--- src/rtl/uart_reg_bridge_if.sv ---
// Byte-FIFO and register-bus signals shared by
// the UART register bridge and its neighbours.
interface uart_reg_bridge_if #(
  parameter int DBITS  = 8,
  parameter int ADDR_W = 8
);
  logic              i_rx_empty;
  logic [DBITS-1:0]  i_rx_data;
  logic              o_rd_uart;
  logic              i_tx_full;
  logic              o_wr_uart;
  logic [DBITS-1:0]  o_wr_data;
  logic [ADDR_W-1:0] o_reg_addr;
  logic [DBITS-1:0]  o_reg_wdata;
  logic              o_reg_we;
  logic              o_reg_re;
  logic [DBITS-1:0]  i_reg_rdata;
  logic              o_busy;
  logic              o_err;

  modport master (
    input  i_rx_empty,
    input  i_rx_data,
    input  i_tx_full,
    input  i_reg_rdata,
    output o_rd_uart,
    output o_wr_uart,
    output o_wr_data,
    output o_reg_addr,
    output o_reg_wdata,
    output o_reg_we,
    output o_reg_re,
    output o_busy,
    output o_err
  );

  modport slave (
    output i_rx_empty,
    output i_rx_data,
    output i_tx_full,
    output i_reg_rdata,
    input  o_rd_uart,
    input  o_wr_uart,
    input  o_wr_data,
    input  o_reg_addr,
    input  o_reg_wdata,
    input  o_reg_we,
    input  o_reg_re,
    input  o_busy,
    input  o_err
  );
endinterface

--- src/rtl/uart_reg_bridge.sv ---
// Serial command bridge: pops W/R frames from the
// UART rx FIFO, runs register ops, pushes one reply.
module uart_reg_bridge #(
  parameter int DBITS          = 8,
  parameter int ADDR_W         = 8,
  parameter int TIMEOUT_CYCLES = 131072
) (
  input logic              i_clk,
  input logic              i_rst_n,
  uart_reg_bridge_if.master bus
);

  localparam int CW = $clog2(TIMEOUT_CYCLES);
  localparam logic [CW-1:0] TMO_LAST =
    CW'(TIMEOUT_CYCLES - 2);

  localparam logic [DBITS-1:0] CMD_W = DBITS'('h57);
  localparam logic [DBITS-1:0] CMD_R = DBITS'('h52);
  localparam logic [DBITS-1:0] ACK   = DBITS'('h4B);
  localparam logic [DBITS-1:0] NAK   = DBITS'('h3F);

  typedef enum logic [2:0] {
    IDLE,
    GET_ADDR,
    GET_DATA,
    REG_WR,
    REG_RD,
    RD_WAIT,
    SEND
  } state_t;

  state_t            state;
  state_t            state_n;
  logic [CW-1:0]     cnt;
  logic [CW-1:0]     cnt_n;
  logic [ADDR_W-1:0] addr_q;
  logic [ADDR_W-1:0] addr_n;
  logic [DBITS-1:0]  wdata_q;
  logic [DBITS-1:0]  wdata_n;
  logic [DBITS-1:0]  wr_data_q;
  logic [DBITS-1:0]  wr_data_n;
  logic              is_wr;
  logic              is_wr_n;
  logic              err_q;
  logic              err_n;
  logic              in_get;
  logic              pop;
  logic              push;
  logic              tmo;

  // Pop/push qualifiers; both held low during reset.
  // tmo fires in the cycle the idle count would hit
  // TIMEOUT_CYCLES-1, so the FSM leaves on that edge.
  always_comb begin
    in_get = (state == GET_ADDR) || (state == GET_DATA);
    pop    = i_rst_n && !bus.i_rx_empty &&
             (in_get || (state == IDLE));
    push   = i_rst_n && !bus.i_tx_full &&
             (state == SEND);
    tmo    = in_get && bus.i_rx_empty &&
             (cnt == TMO_LAST);
  end

  // Next-state and next datapath values.
  always_comb begin
    state_n   = state;
    cnt_n     = '0;
    addr_n    = addr_q;
    wdata_n   = wdata_q;
    wr_data_n = wr_data_q;
    is_wr_n   = is_wr;
    err_n     = 1'b0;
    unique case (state)
      IDLE: begin
        if (pop) begin
          if (bus.i_rx_data == CMD_W ||
              bus.i_rx_data == CMD_R) begin
            is_wr_n = (bus.i_rx_data == CMD_W);
            state_n = GET_ADDR;
          end else begin
            wr_data_n = NAK;
            err_n     = 1'b1;
            state_n   = SEND;
          end
        end
      end
      GET_ADDR: begin
        if (pop) begin
          addr_n  = bus.i_rx_data[ADDR_W-1:0];
          state_n = is_wr ? GET_DATA : REG_RD;
        end else if (tmo) begin
          state_n = IDLE;
        end else begin
          cnt_n = cnt + 1'b1;
        end
      end
      GET_DATA: begin
        if (pop) begin
          wdata_n = bus.i_rx_data;
          state_n = REG_WR;
        end else if (tmo) begin
          state_n = IDLE;
        end else begin
          cnt_n = cnt + 1'b1;
        end
      end
      REG_WR: begin
        wr_data_n = ACK;
        state_n   = SEND;
      end
      REG_RD: begin
        state_n = RD_WAIT;
      end
      RD_WAIT: begin
        wr_data_n = bus.i_reg_rdata;
        state_n   = SEND;
      end
      SEND: begin
        if (push) state_n = IDLE;
      end
      default: begin
        state_n = IDLE;
      end
    endcase
  end

  // State register and inter-byte idle counter.
  always_ff @(posedge i_clk or negedge i_rst_n) begin
    if (!i_rst_n) begin
      state <= IDLE;
      cnt   <= '0;
    end else begin
      state <= state_n;
      cnt   <= cnt_n;
    end
  end

  // Latched address, write data, reply and flags.
  always_ff @(posedge i_clk or negedge i_rst_n) begin
    if (!i_rst_n) begin
      addr_q    <= '0;
      wdata_q   <= '0;
      wr_data_q <= '0;
      is_wr     <= 1'b0;
      err_q     <= 1'b0;
    end else begin
      addr_q    <= addr_n;
      wdata_q   <= wdata_n;
      wr_data_q <= wr_data_n;
      is_wr     <= is_wr_n;
      err_q     <= err_n;
    end
  end

  assign bus.o_rd_uart   = pop;
  assign bus.o_wr_uart   = push;
  assign bus.o_wr_data   = wr_data_q;
  assign bus.o_reg_addr  = addr_q;
  assign bus.o_reg_wdata = wdata_q;
  assign bus.o_reg_we    = (state == REG_WR);
  assign bus.o_reg_re    = (state == REG_RD);
  assign bus.o_busy      = (state != IDLE);
  assign bus.o_err       = err_q | tmo;

endmodule

--- src/flat_wrapper.sv ---
// flat-port wrapper written by rule: the top's interface ports become plain ports
module uart_reg_bridge_flat 
#(
  parameter int DBITS          = 8,
  parameter int ADDR_W         = 8,
  parameter int TIMEOUT_CYCLES = 131072
)
  (i_clk, i_rst_n, bus_i_rx_empty, bus_i_rx_data, bus_i_tx_full, bus_i_reg_rdata, bus_o_rd_uart, bus_o_wr_uart, bus_o_wr_data, bus_o_reg_addr, bus_o_reg_wdata, bus_o_reg_we, bus_o_reg_re, bus_o_busy, bus_o_err);
  uart_reg_bridge_if #(.DBITS(DBITS), .ADDR_W(ADDR_W)) bus_i ();
  input logic i_clk;
  input logic i_rst_n;
  input wire logic [$bits(bus_i.i_rx_empty)-1:0] bus_i_rx_empty;
  input wire logic [$bits(bus_i.i_rx_data)-1:0] bus_i_rx_data;
  input wire logic [$bits(bus_i.i_tx_full)-1:0] bus_i_tx_full;
  input wire logic [$bits(bus_i.i_reg_rdata)-1:0] bus_i_reg_rdata;
  output wire logic [$bits(bus_i.o_rd_uart)-1:0] bus_o_rd_uart;
  output wire logic [$bits(bus_i.o_wr_uart)-1:0] bus_o_wr_uart;
  output wire logic [$bits(bus_i.o_wr_data)-1:0] bus_o_wr_data;
  output wire logic [$bits(bus_i.o_reg_addr)-1:0] bus_o_reg_addr;
  output wire logic [$bits(bus_i.o_reg_wdata)-1:0] bus_o_reg_wdata;
  output wire logic [$bits(bus_i.o_reg_we)-1:0] bus_o_reg_we;
  output wire logic [$bits(bus_i.o_reg_re)-1:0] bus_o_reg_re;
  output wire logic [$bits(bus_i.o_busy)-1:0] bus_o_busy;
  output wire logic [$bits(bus_i.o_err)-1:0] bus_o_err;
  assign bus_i.i_rx_empty = bus_i_rx_empty;
  assign bus_i.i_rx_data = bus_i_rx_data;
  assign bus_i.i_tx_full = bus_i_tx_full;
  assign bus_i.i_reg_rdata = bus_i_reg_rdata;
  assign bus_o_rd_uart = bus_i.o_rd_uart;
  assign bus_o_wr_uart = bus_i.o_wr_uart;
  assign bus_o_wr_data = bus_i.o_wr_data;
  assign bus_o_reg_addr = bus_i.o_reg_addr;
  assign bus_o_reg_wdata = bus_i.o_reg_wdata;
  assign bus_o_reg_we = bus_i.o_reg_we;
  assign bus_o_reg_re = bus_i.o_reg_re;
  assign bus_o_busy = bus_i.o_busy;
  assign bus_o_err = bus_i.o_err;
  uart_reg_bridge #(.DBITS(DBITS), .ADDR_W(ADDR_W), .TIMEOUT_CYCLES(TIMEOUT_CYCLES)) u_core (.i_clk(i_clk), .i_rst_n(i_rst_n), .bus(bus_i));
endmodule
--- config.mk ---
export PLATFORM = sky130hd
export DESIGN_NAME = uart_reg_bridge_flat
export DESIGN_NICKNAME = d
export VERILOG_FILES = /design/src/rtl/uart_reg_bridge_if.sv /design/src/rtl/uart_reg_bridge.sv /design/src/flat_wrapper.sv
export SDC_FILE = /design/constraint.sdc
export NUM_CORES = 1
export LEC_CHECK = 0
export CAP_MARGIN = 20
export CORE_ASPECT_RATIO = 0.6
export CORE_MARGIN = 3
export CORE_UTILIZATION = 40
export DETAILED_ROUTE_END_ITERATION = 12
export PLACE_DENSITY = 0.72
export SLEW_MARGIN = 30
export SYNTH_ARGS = -nofsm -noshare
export SYNTH_HDL_FRONTEND = slang
export SYNTH_SLANG_ARGS = --single-unit
--- constraint.sdc ---
create_clock -name i_clk -period 5.2 [get_ports i_clk]
set_input_delay 1.56 -clock i_clk [delete_from_list [all_inputs] [get_ports i_clk]]
set_output_delay 1.56 -clock i_clk [all_outputs]
set_load 0.02 [all_outputs]
==> impl_metrics.yaml, run 1 <==
run_status:
  outcome: "complete, no violations"
global_routing:
  grt_pass1_wl_mm: 8.997
  grt_usage: 0.1750
  antenna_found_initial: 0
  grt_pass1_vias: 1770
  grt_start_max_net_pins: 45
  grt-ovfl-total: 0
synthesis:
  synth_top_area_frac: 0.5088
  synthAdderAreaFrac: 0.01106
  synth-simple-area-share: 0.2179
  syn-num-nets: 230
  yosys-mux-area-fraction: 0.08407
  synth_commonest_cells: "46 x dfrtp_1, 17 x nand2_1, 15 x mux2_2, 14 x nor2_1"
  synth-compound-area-share: 0.09237
  yosysWarningCount: 0
  synthCells: 208
  synth_flop_cell: "dfrtp_1"
  synth_seq_area_share: 0.5088
  synth-edff-count: 0
  synth_area_per_cell_um2: 10.88
  synth_async_sr_flop_share: 1.000
  yosysTopAreaCell: "dfrtp_1"
  synth.area.top_cells: "dfrtp_1 51%, mux2_2 7.5%, xnor2_1 4.3%"
  yosysMostFrequentCell: "dfrtp_1"
  synth.distinct_cells: 43
  synth_xor_area_frac: 0.06195
  ys_seq_elements: 46
  syn-cell-area_um2: 2262
  synth_top_family_by_area: "simple AND/OR/NAND/NOR gates"
route:
  detail_route.wl_per_cell_um: 15.95
  drc_errors: 0
  routed_wirelength_mm: 5.217
  antenna_left: 0
  first_pass_iters: 4
  via_per_inst: 5.312
  drtIter0Drc: 92
  num_vias: 1737
clocking:
  cts_made_buffers: 5
  cts-resized-gates: 0
  cts_hold_buf: 0
  postCtsSetupRepairBufs: 0
  cts-root-buf: "clkbuf_8"
  clk_latency_ns: 0.29
  cts_tree: "yes"
  path_clk_slew_ns: 0.07
  htreeDepth: 2
  clkSinkCount: 46
  clk_path_buf_depth: 2
finish:
  fin_area_um2: 2894
  final_nets: 283
  fin_cells: 327
  diodes: 0
  area.sequential_um2: 1151
  fillers: 460
  syn_to_final_growth_pct: 27.93
  multiInputGateArea_um2: 1057
  drive_gt1_frac: 0.1571
  utilization: 0.5507
hold_path:
  hold_path_class: "reg -> reg"
timing:
  layout_setup_ws_ns: 0.3611
  hold_violations: 0
  slew_headroom: 0.6079
  slew_viol_final: 0
  rsz0062_at_grt: "false"
  fin_setup_tns_ns: 0
  finalSetupViolations: 0
  fin_crit_ns: 4.839
  timing.fmax_ghz: 0.2067
  fin_crit_sh: 0.9306
  worst_slew_pin_slew_ns: 0.5859
  clock_skew_ns: 0.007249
run:
  cap_viol_max_count: 0
setup_path:
  worstPathRequired_ns: 3.64
  crit_arrival_ns: 3.28
  crit_type: "in -> out"
  critPathLaunchType: "input pin"
  cp-end-kind: "primary output"
  critPathMaxFanout: 4
power:
  p_int_mw: 0.8446
  vdd_drop_max_v: 0.0002436
  leakagePower_nw: 1.194
  swShare: 0.3791
  seq_power_share: 0.404
  powerDensity_nw_per_um2: 470.1
  pwr-share-clk: 0.147
  pwr-share-comb: 0.449
  switching_power_mw: 0.5158
placed_design:
  place_ws_ns: 0.3877
  placed_cells_incl_taps: 320
  portBuffers: 49
  gp_congestion: 0.7996
  dp_hpwl_mm: 3.914
  placement.cell_area_um2: 2818
floorplanning:
  die_y_um: 64.25
  fp.coreArea_um2: 5255
  initial_core_util: 0.4305
  fp.dieW_um: 103.1
  dieArea_um2: 6623
  num_rows: 20
  pin_count: 50
-- stage by stage --
step,hold WS (ns),power (mW)
after floorplan,0.5094,0.8946
after global placement,0.4753,1.158
after detailed placement,0.4798,1.166
after CTS,0.5024,1.375
after global routing,0.5252,1.456
final,0.4965,1.360
-- power groups by stage --
| stage | sequential, mW | combinational (mW) | clock (mW) |
|---|---|---|---|
| detailed placement | 0.554 | 0.611 | 0 |
| finish | 0.549 | 0.611 | 0.200 |
| CTS | 0.549 | 0.614 | 0.211 |
| floorplan | 0.611 | 0.284 | 0 |
| global route | 0.566 | 0.660 | 0.230 |
| global placement | 0.552 | 0.606 | 0 |
-- routing by layer --
layer  vias to the layer above  routed length, µm  GRT usage
li1                        854                  -          -
met1                       833               2763     0.2761
met2                        45               2097     0.2356
met3                         5                316    0.04798
met4                         0                 40    0.03393
met5                         -                  0          0
-- cell usage in the layout, fill, tap and decap left out, types with 4 or more instances in the layout --
cell type,n
dfrtp_1,46
xor2_1,5
nand2_1,17
nor2b_1,5
clkbuf_8,5
inv_1,7
xnor2_1,11
nand4_1,4
nor4_1,6
nor2_2,10
nor2_1,14
nand3_1,11
a21oi_1,4
nor3_1,5
nand2b_1,5
clkdlybuf4s50_1,48
mux2_2,15
-- sequential cells by signal, summed over array words and instances (netlist names) --
signal	flops
u_core.cnt	17
u_core.bus.o_wr_data	8
u_core.state	3
u_core.bus.o_reg_wdata	8
u_core.is_wr	1
u_core.err_q	1
u_core.bus.o_reg_addr	8
-- logic make-up (layout without fill, tap and decap cells) --
group                    Yosys count  count (layout)
AND/OR/NAND/NOR                   88              88
XOR/XNOR                          16              16
multiplexers                      17              17
adder cells (fa/ha/maj)            2               2
buffers and inverters             12              65
flip-flops                        46              46
AO/OA/AOI/OAI                     27              27
-- path summary, 6_finish.rpt --
| check | start | endpoint | slack, ns | depth (start not counted) |
|---|---|---|---|---|
| min reg2reg | u_core.bus.o_wr_data[0]$_DFFE_PN0P_ | u_core.bus.o_wr_data[0]$_DFFE_PN0P_ | 0.50 | 1 |
| max in group asynchronous | i_rst_n | u_core.bus.o_wr_data[3]$_DFFE_PN0P_ | 3.37 | 2 |
| max reg2reg | u_core.cnt[2]$_DFF_PN0_ | u_core.cnt[4]$_DFF_PN0_ | 3.23 | 4 |
| max | bus_i_rx_empty | bus_o_err | 0.36 | 5 |
| min in group asynchronous | i_rst_n | u_core.bus.o_reg_wdata[3]$_DFFE_PN0P_ | 1.07 | 1 |
| min | u_core.bus.o_wr_data[0]$_DFFE_PN0P_ | u_core.bus.o_wr_data[0]$_DFFE_PN0P_ | 0.50 | 1 |
-- layout make-up --
cell class,instances,share of cell area
multi-input combinational,150,0.3653
tap,66,0.02853
sequential,46,0.3977
inverter,7,0.009079
timing repair buffer,51,0.1729
clock buffer,7,0.02637
-- worst max-delay path, stage by stage --
cell and delay (ns):
clkdlybuf4s50_1 0.53, nand3_1 0.16, nor2_1 0.25, a21o_1 0.18, clkdlybuf4s50_1 0.60
Power figures use the tool's default switching activity.
==> run 2: changes to the inputs <==
--- a/config.mk
+++ b/config.mk
@@ -10,7 +10,7 @@
 export CORE_MARGIN = 3
 export CORE_UTILIZATION = 40
 export DETAILED_ROUTE_END_ITERATION = 12
-export PLACE_DENSITY = 0.72
+export PLACE_DENSITY = 0.74
 export SLEW_MARGIN = 30
 export SYNTH_ARGS = -nofsm -noshare
 export SYNTH_HDL_FRONTEND = slang
==> constraint.sdc (replaced) <==
create_clock -name i_clk -period 4.1 [get_ports i_clk]
set_input_delay 1.23 -clock i_clk [delete_from_list [all_inputs] [get_ports i_clk]]
set_output_delay 1.23 -clock i_clk [all_outputs]
set_load 0.02 [all_outputs]
==> run 2 against run 1 <==
Effect of this change:
- final cell count is 1.2% higher
- non-clock buffer count is 3 higher
- total power is 38% higher
- utilization is 1.6 points higher
- largest cell class unchanged
- setup slack worse by 0.18 ns
- critical path type unchanged
- die area stayed put
- sequential cell count stayed put
- first-iteration DRC count is 76% higher
- clock power is 100% higher
- critical endpoint is now bus_o_rd_uart
- sequential share of layout area is 1.2 points lower
- clock skew is 0.0011 ns higher
- worst hold slack better by 0.011 ns
==> impl_metrics.yaml, run 2 (synthesis gave the netlist of run 1 again) <==
global_routing:
  grt_usage: 0.1780
  grt_start_max_net_pins: 26
  grt_pass1_wl_mm: 9.177
  antenna_found_initial: 0
  grt_pass1_vias: 1765
  grt-ovfl-total: 0
route:
  antenna_left: 0
  drc_errors: 0
  detail_route.wl_per_cell_um: 16.53
  drtIter0Drc: 162
  num_vias: 1799
  first_pass_iters: 5
  routed_wirelength_mm: 5.472
  via_per_inst: 5.435
setup_path:
  cp-end-kind: "primary output"
  slowest_delay_ns: 0.60
  crit_type: "in -> out"
  slowest_stage: "clkdlybuf4s50_1"
  crit_family: "buffers and inverters"
  cp_common_cell: "clkdlybuf4s50_1"
  critPathLaunchType: "input pin"
  timing.critical_path.buf_inv: 2
  critPathMaxFanout: 4
  cp_cell_sequence: "clkdlybuf4s50_1, nor3b_2, and2_1, clkdlybuf4s50_1"
  worstPathRequired_ns: 2.87
  crit_arrival_ns: 2.69
clocking:
  postCtsSetupRepairBufs: 0
  clk_latency_ns: 0.30
  clk_path_buf_depth: 2
  cts-resized-gates: 0
  clkSinkCount: 46
  htreeDepth: 2
  cts_hold_buf: 0
  cts_made_buffers: 5
  cts-root-buf: "clkbuf_8"
  path_clk_slew_ns: 0.09
  cts_tree: "yes"
finish:
  utilization: 0.5671
  diodes: 0
  final_nets: 286
  layout_commonest_cell: "clkdlybuf4s50_1"
  mostFrequentLayoutCells: "47 x clkdlybuf4s50_1, 46 x dfrtp_1, 17 x nand2_1"
  syn_to_final_growth_pct: 31.75
  largest_register_ffs: 17
  drive_gt1_frac: 0.1774
  regMostFlops: "u_core.cnt"
power:
  powerDensity_nw_per_um2: 632.1
  vdd_drop_max_v: 0.0003656
  leakagePower_nw: 1.256
timing:
  worst_slew_pin_slew_ns: 0.5964
  slew_viol_final: 0
  fin_crit_sh: 0.9555
  timing.fmax_ghz: 0.2553
  fin_crit_ns: 3.918
  hold_violations: 0
  clock_skew_ns: 0.008317
  slew_headroom: 0.6009
  rsz0062_at_grt: "false"
  fin_setup_tns_ns: 0
  finalSetupViolations: 0
floorplanning:
  fp.dieW_um: 103.1
  fp.coreArea_um2: 5255
  num_rows: 20
  dieArea_um2: 6623
  die_y_um: 64.25
  pin_count: 50
  initial_core_util: 0.4305
hold_path:
  hold_path_class: "reg -> reg"
run:
  cap_viol_max_count: 0
placed_design:
  portBuffers: 49
  dp_hpwl_mm: 4.141
  gp_congestion: 0.8760
run_status:
  outcome: "complete, no violations"
-- run 2: cell count changes in the layout (fill, tap and decap cells not counted), sizes merged --
| cell | before | now |
|---|---|---|
| bufinv | 0 | 2 |
| clkbuf | 7 | 5 |
| clkdlybuf4s50 | 48 | 47 |
| clkinv | 0 | 1 |
| buf | 3 | 6 |
| dlymetal6s2s | 0 | 1 |
-- run 2: final timing paths --
path	start	to	slack, ns	cells past startpoint
max	bus_i_rx_empty	bus_o_rd_uart	0.18	4
min	u_core.bus.o_wr_data[0]$_DFFE_PN0P_	u_core.bus.o_wr_data[0]$_DFFE_PN0P_	0.51	1
max reg2reg	u_core.cnt[2]$_DFF_PN0_	u_core.cnt[16]$_DFF_PN0_	2.11	4
min reg2reg	u_core.bus.o_wr_data[0]$_DFFE_PN0P_	u_core.bus.o_wr_data[0]$_DFFE_PN0P_	0.51	1
max in group asynchronous	i_rst_n	u_core.err_q$_DFF_PN0_	2.88	2
min in group asynchronous	i_rst_n	u_core.bus.o_reg_addr[0]$_DFFE_PN0P_	0.97	2
-- run 2: per-layer routing --
| layer | wire length [µm] | vias to the layer above | GRT usage |
|---|---|---|---|
| li1 | - | 854 | - |
| met1 | 2880 | 892 | 0.2879 |
| met2 | 2284 | 51 | 0.2372 |
| met3 | 277 | 2 | 0.04144 |
| met4 | 29 | 0 | 0.03393 |
| met5 | 0 | - | 0 |
-- run 2: layout make-up --
type,count,area (µm²)
multi-input combinational,150,1057
clock inverter,3,68.82
clock buffer,5,68.82
sequential,46,1151
fill,462,2275
tap,66,82.58
timing repair buffer,54,525.5
inverter,7,26.28
-- run 2: power by group --
part           switching, mW  internal, mW  leakage (nW)
Sequential             0.127         0.573         0.588
Combinational          0.396         0.381         0.600
Clock                  0.162         0.244        0.0683
-- run 2: per-stage QoR --
| stage | setup slack, ns | cells | instance area [µm²] | hold slack [ns] | power (mW) |
|---|---|---|---|---|---|
| after floorplan | 1.114 | 208 | 2262 | 0.5094 | 1.135 |
| after global placement | 0.09439 | 323 | 2840 | 0.4690 | 1.466 |
| after detailed placement | 0.1001 | 323 | 2840 | 0.4911 | 1.486 |
| after CTS | 0.09239 | 331 | 2978 | 0.5115 | 1.893 |
| after global routing | 0.1151 | 331 | 2980 | 0.5349 | 1.983 |
| final | 0.1823 | 331 | 2980 | 0.5072 | 1.884 |
==> run 3: changes to the inputs <==
--- a/config.mk
+++ b/config.mk
@@ -8,9 +8,9 @@
 export CAP_MARGIN = 20
 export CORE_ASPECT_RATIO = 0.6
 export CORE_MARGIN = 3
-export CORE_UTILIZATION = 40
+export CORE_UTILIZATION = 25
 export DETAILED_ROUTE_END_ITERATION = 12
-export PLACE_DENSITY = 0.74
+export PLACE_DENSITY = 0.51
 export SLEW_MARGIN = 30
 export SYNTH_ARGS = -nofsm -noshare
 export SYNTH_HDL_FRONTEND = slang
==> constraint.sdc (replaced) <==
create_clock -name i_clk -period 5 [get_ports i_clk]
set_input_delay 1.5 -clock i_clk [delete_from_list [all_inputs] [get_ports i_clk]]
set_output_delay 1.5 -clock i_clk [all_outputs]
set_load 0.02 [all_outputs]
==> run 3 against run 2 <==
Effect of this change:
- combinational power fell by 19%
- worst hold slack got worse by 0.013 ns
- clock-buffer cell count is the same
- critical path depth up 1
- non-clock buffer count is 2 lower
- first-iteration DRC count fell by 56%
- final cell count rose by 13%
- sequential share of layout area fell by 0.62 points
- clock power is 18% lower
- clock skew decreased by 0.0029 ns
- critical path type unchanged
==> impl_metrics.yaml, run 3 (synthesis gave the netlist of run 1 again) <==
floorplanning:
  initial_core_util: 0.2614
  die_y_um: 79.69
  fp.coreArea_um2: 8653
  pin_count: 50
  num_rows: 26
  fp.dieW_um: 128.8
  dieArea_um2: 10260
setup_path:
  critPathMaxFanout: 4
  cp_common_cell: "clkdlybuf4s50_1"
  cp-end-kind: "primary output"
  worstPathRequired_ns: 3.50
  timing.critical_path.buf_inv: 2
  slowest_stage: "clkdlybuf4s50_1"
  crit_arrival_ns: 3.24
  crit_type: "in -> out"
  critPathLaunchType: "input pin"
  cp_cell_sequence: "clkdlybuf4s50_1, nand3_1, nor2_1, a21o_1, clkdlybuf4s50_1"
  slowest_delay_ns: 0.60
  crit_family: "buffers and inverters"
finish:
  regMostFlops: "u_core.cnt"
  mostFrequentLayoutCells: "48 x clkdlybuf4s50_1, 46 x dfrtp_1, 17 x nand2_1"
  final_nets: 284
  drive_gt1_frac: 0.1711
  largest_register_ffs: 17
  layout_commonest_cell: "clkdlybuf4s50_1"
  fin_area_um2: 3029
  syn_to_final_growth_pct: 33.91
  fin_cells: 375
  diodes: 0
global_routing:
  antenna_found_initial: 0
  use_met3: 0.03610
  met2_usage: 0.1534
  grt.busiest_layer: "met1"
  grt_start_max_net_pins: 25
  grt_pass1_wl_mm: 9.384
  grt_usage: 0.1186
  grt-ovfl-total: 0
  grt_pass1_vias: 1698
  met1_usage: 0.1851
timing:
  slew_headroom: 0.5608
  slew_viol_final: 0
  hold_violations: 0
  worst_slew_pin_slew_ns: 0.6499
  fin_setup_tns_ns: 0
  fin_crit_ns: 4.745
  clock_skew_ns: 0.005394
  fin_crit_sh: 0.9490
  rsz0062_at_grt: "false"
  whs_ns: 0.4939
  finalSetupViolations: 0
  timing.fmax_ghz: 0.2108
route:
  antenna_left: 0
  detail_route.wl_per_cell_um: 15.15
  drc_errors: 0
  routed_wirelength_mm: 5.682
  drtIter0Drc: 72
  via_per_inst: 4.600
  first_pass_iters: 4
  num_vias: 1725
power:
  p_int_mw: 0.9681
  pwr-share-comb: 0.411
  seq_power_share: 0.373
  pwr-share-clk: 0.216
  switching_power_mw: 0.5625
  power_mw: 1.531
  swShare: 0.3675
  leakagePower_nw: 1.230
  vdd_drop_max_v: 0.0001775
  powerDensity_nw_per_um2: 505.3
clocking:
  postCtsSetupRepairBufs: 0
  clk_path_buf_depth: 2
  cts-resized-gates: 0
  clkSinkCount: 46
  path_clk_slew_ns: 0.07
  cts_tree: "yes"
  cts-root-buf: "clkbuf_16"
  htreeDepth: 2
  cts_made_buffers: 5
  clk_latency_ns: 0.29
  cts_hold_buf: 0
run_status:
  outcome: "complete, no violations"
placed_design:
  placed_cells_incl_taps: 367
  dp_hpwl_mm: 4.243
  placement.cell_area_um2: 2883
  gp_congestion: 0.8287
  portBuffers: 49
run:
  cap_viol_max_count: 0
hold_path:
  hold_path_class: "reg -> reg"
==> run 3: final cells by class <==
class,count,area [µm²]
repair buffers,52,508.0
fillers,872,5624
flip-flops and latches,46,1151
well taps,112,140.1
multi-input cells,150,1057
inverters,7,26.28
clock buffers,5,125.1
clock inverters,3,21.27
==> run 3: metrics by stage <==
step,setup slack [ns],util
3_5_place_dp,0.2687,0.3331
2_1_floorplan,1.474,-
6_report,0.2551,0.3501
4_1_cts,0.2303,0.3501
5_1_grt,0.1364,0.3501
3_3_place_gp,0.2940,0.3331
==> run 3: per-layer routing <==
| metal | vias up | routed length (µm) |
|---|---|---|
| met3 | 4 | 317 |
| met4 | 0 | 48 |
| met1 | 826 | 3157 |
| met5 | - | 0 |
| li1 | 853 | - |
| met2 | 42 | 2159 |
==> run 3: power groups by stage <==
| stage | Sequential (mW) | Combinational [mW] | Clock, mW |
|---|---|---|---|
| detailed placement | 0.577 | 0.633 | 0 |
| CTS | 0.571 | 0.637 | 0.343 |
| global route | 0.591 | 0.675 | 0.363 |
| finish | 0.571 | 0.629 | 0.331 |
| global placement | 0.578 | 0.635 | 0 |
| floorplan | 0.635 | 0.295 | 0 |
==> run 3: final timing paths <==
check / startpoint / endpoint / slack [ns] / cells past startpoint
worst max-delay path: bus_i_rx_empty / bus_o_err / 0.26 / 5
worst min-delay path: u_core.bus.o_wr_data[3]$_DFFE_PN0P_ / u_core.bus.o_wr_data[3]$_DFFE_PN0P_ / 0.49 / 1
worst max register to register: u_core.cnt[2]$_DFF_PN0_ / u_core.cnt[16]$_DFF_PN0_ / 2.98 / 4
worst min register to register: u_core.bus.o_wr_data[3]$_DFFE_PN0P_ / u_core.bus.o_wr_data[3]$_DFFE_PN0P_ / 0.49 / 1
max in group asynchronous: i_rst_n / u_core.state[1]$_DFFE_PN0P_ / 3.31 / 2
min in group asynchronous: i_rst_n / u_core.bus.o_wr_data[5]$_DFFE_PN0P_ / 1.09 / 1
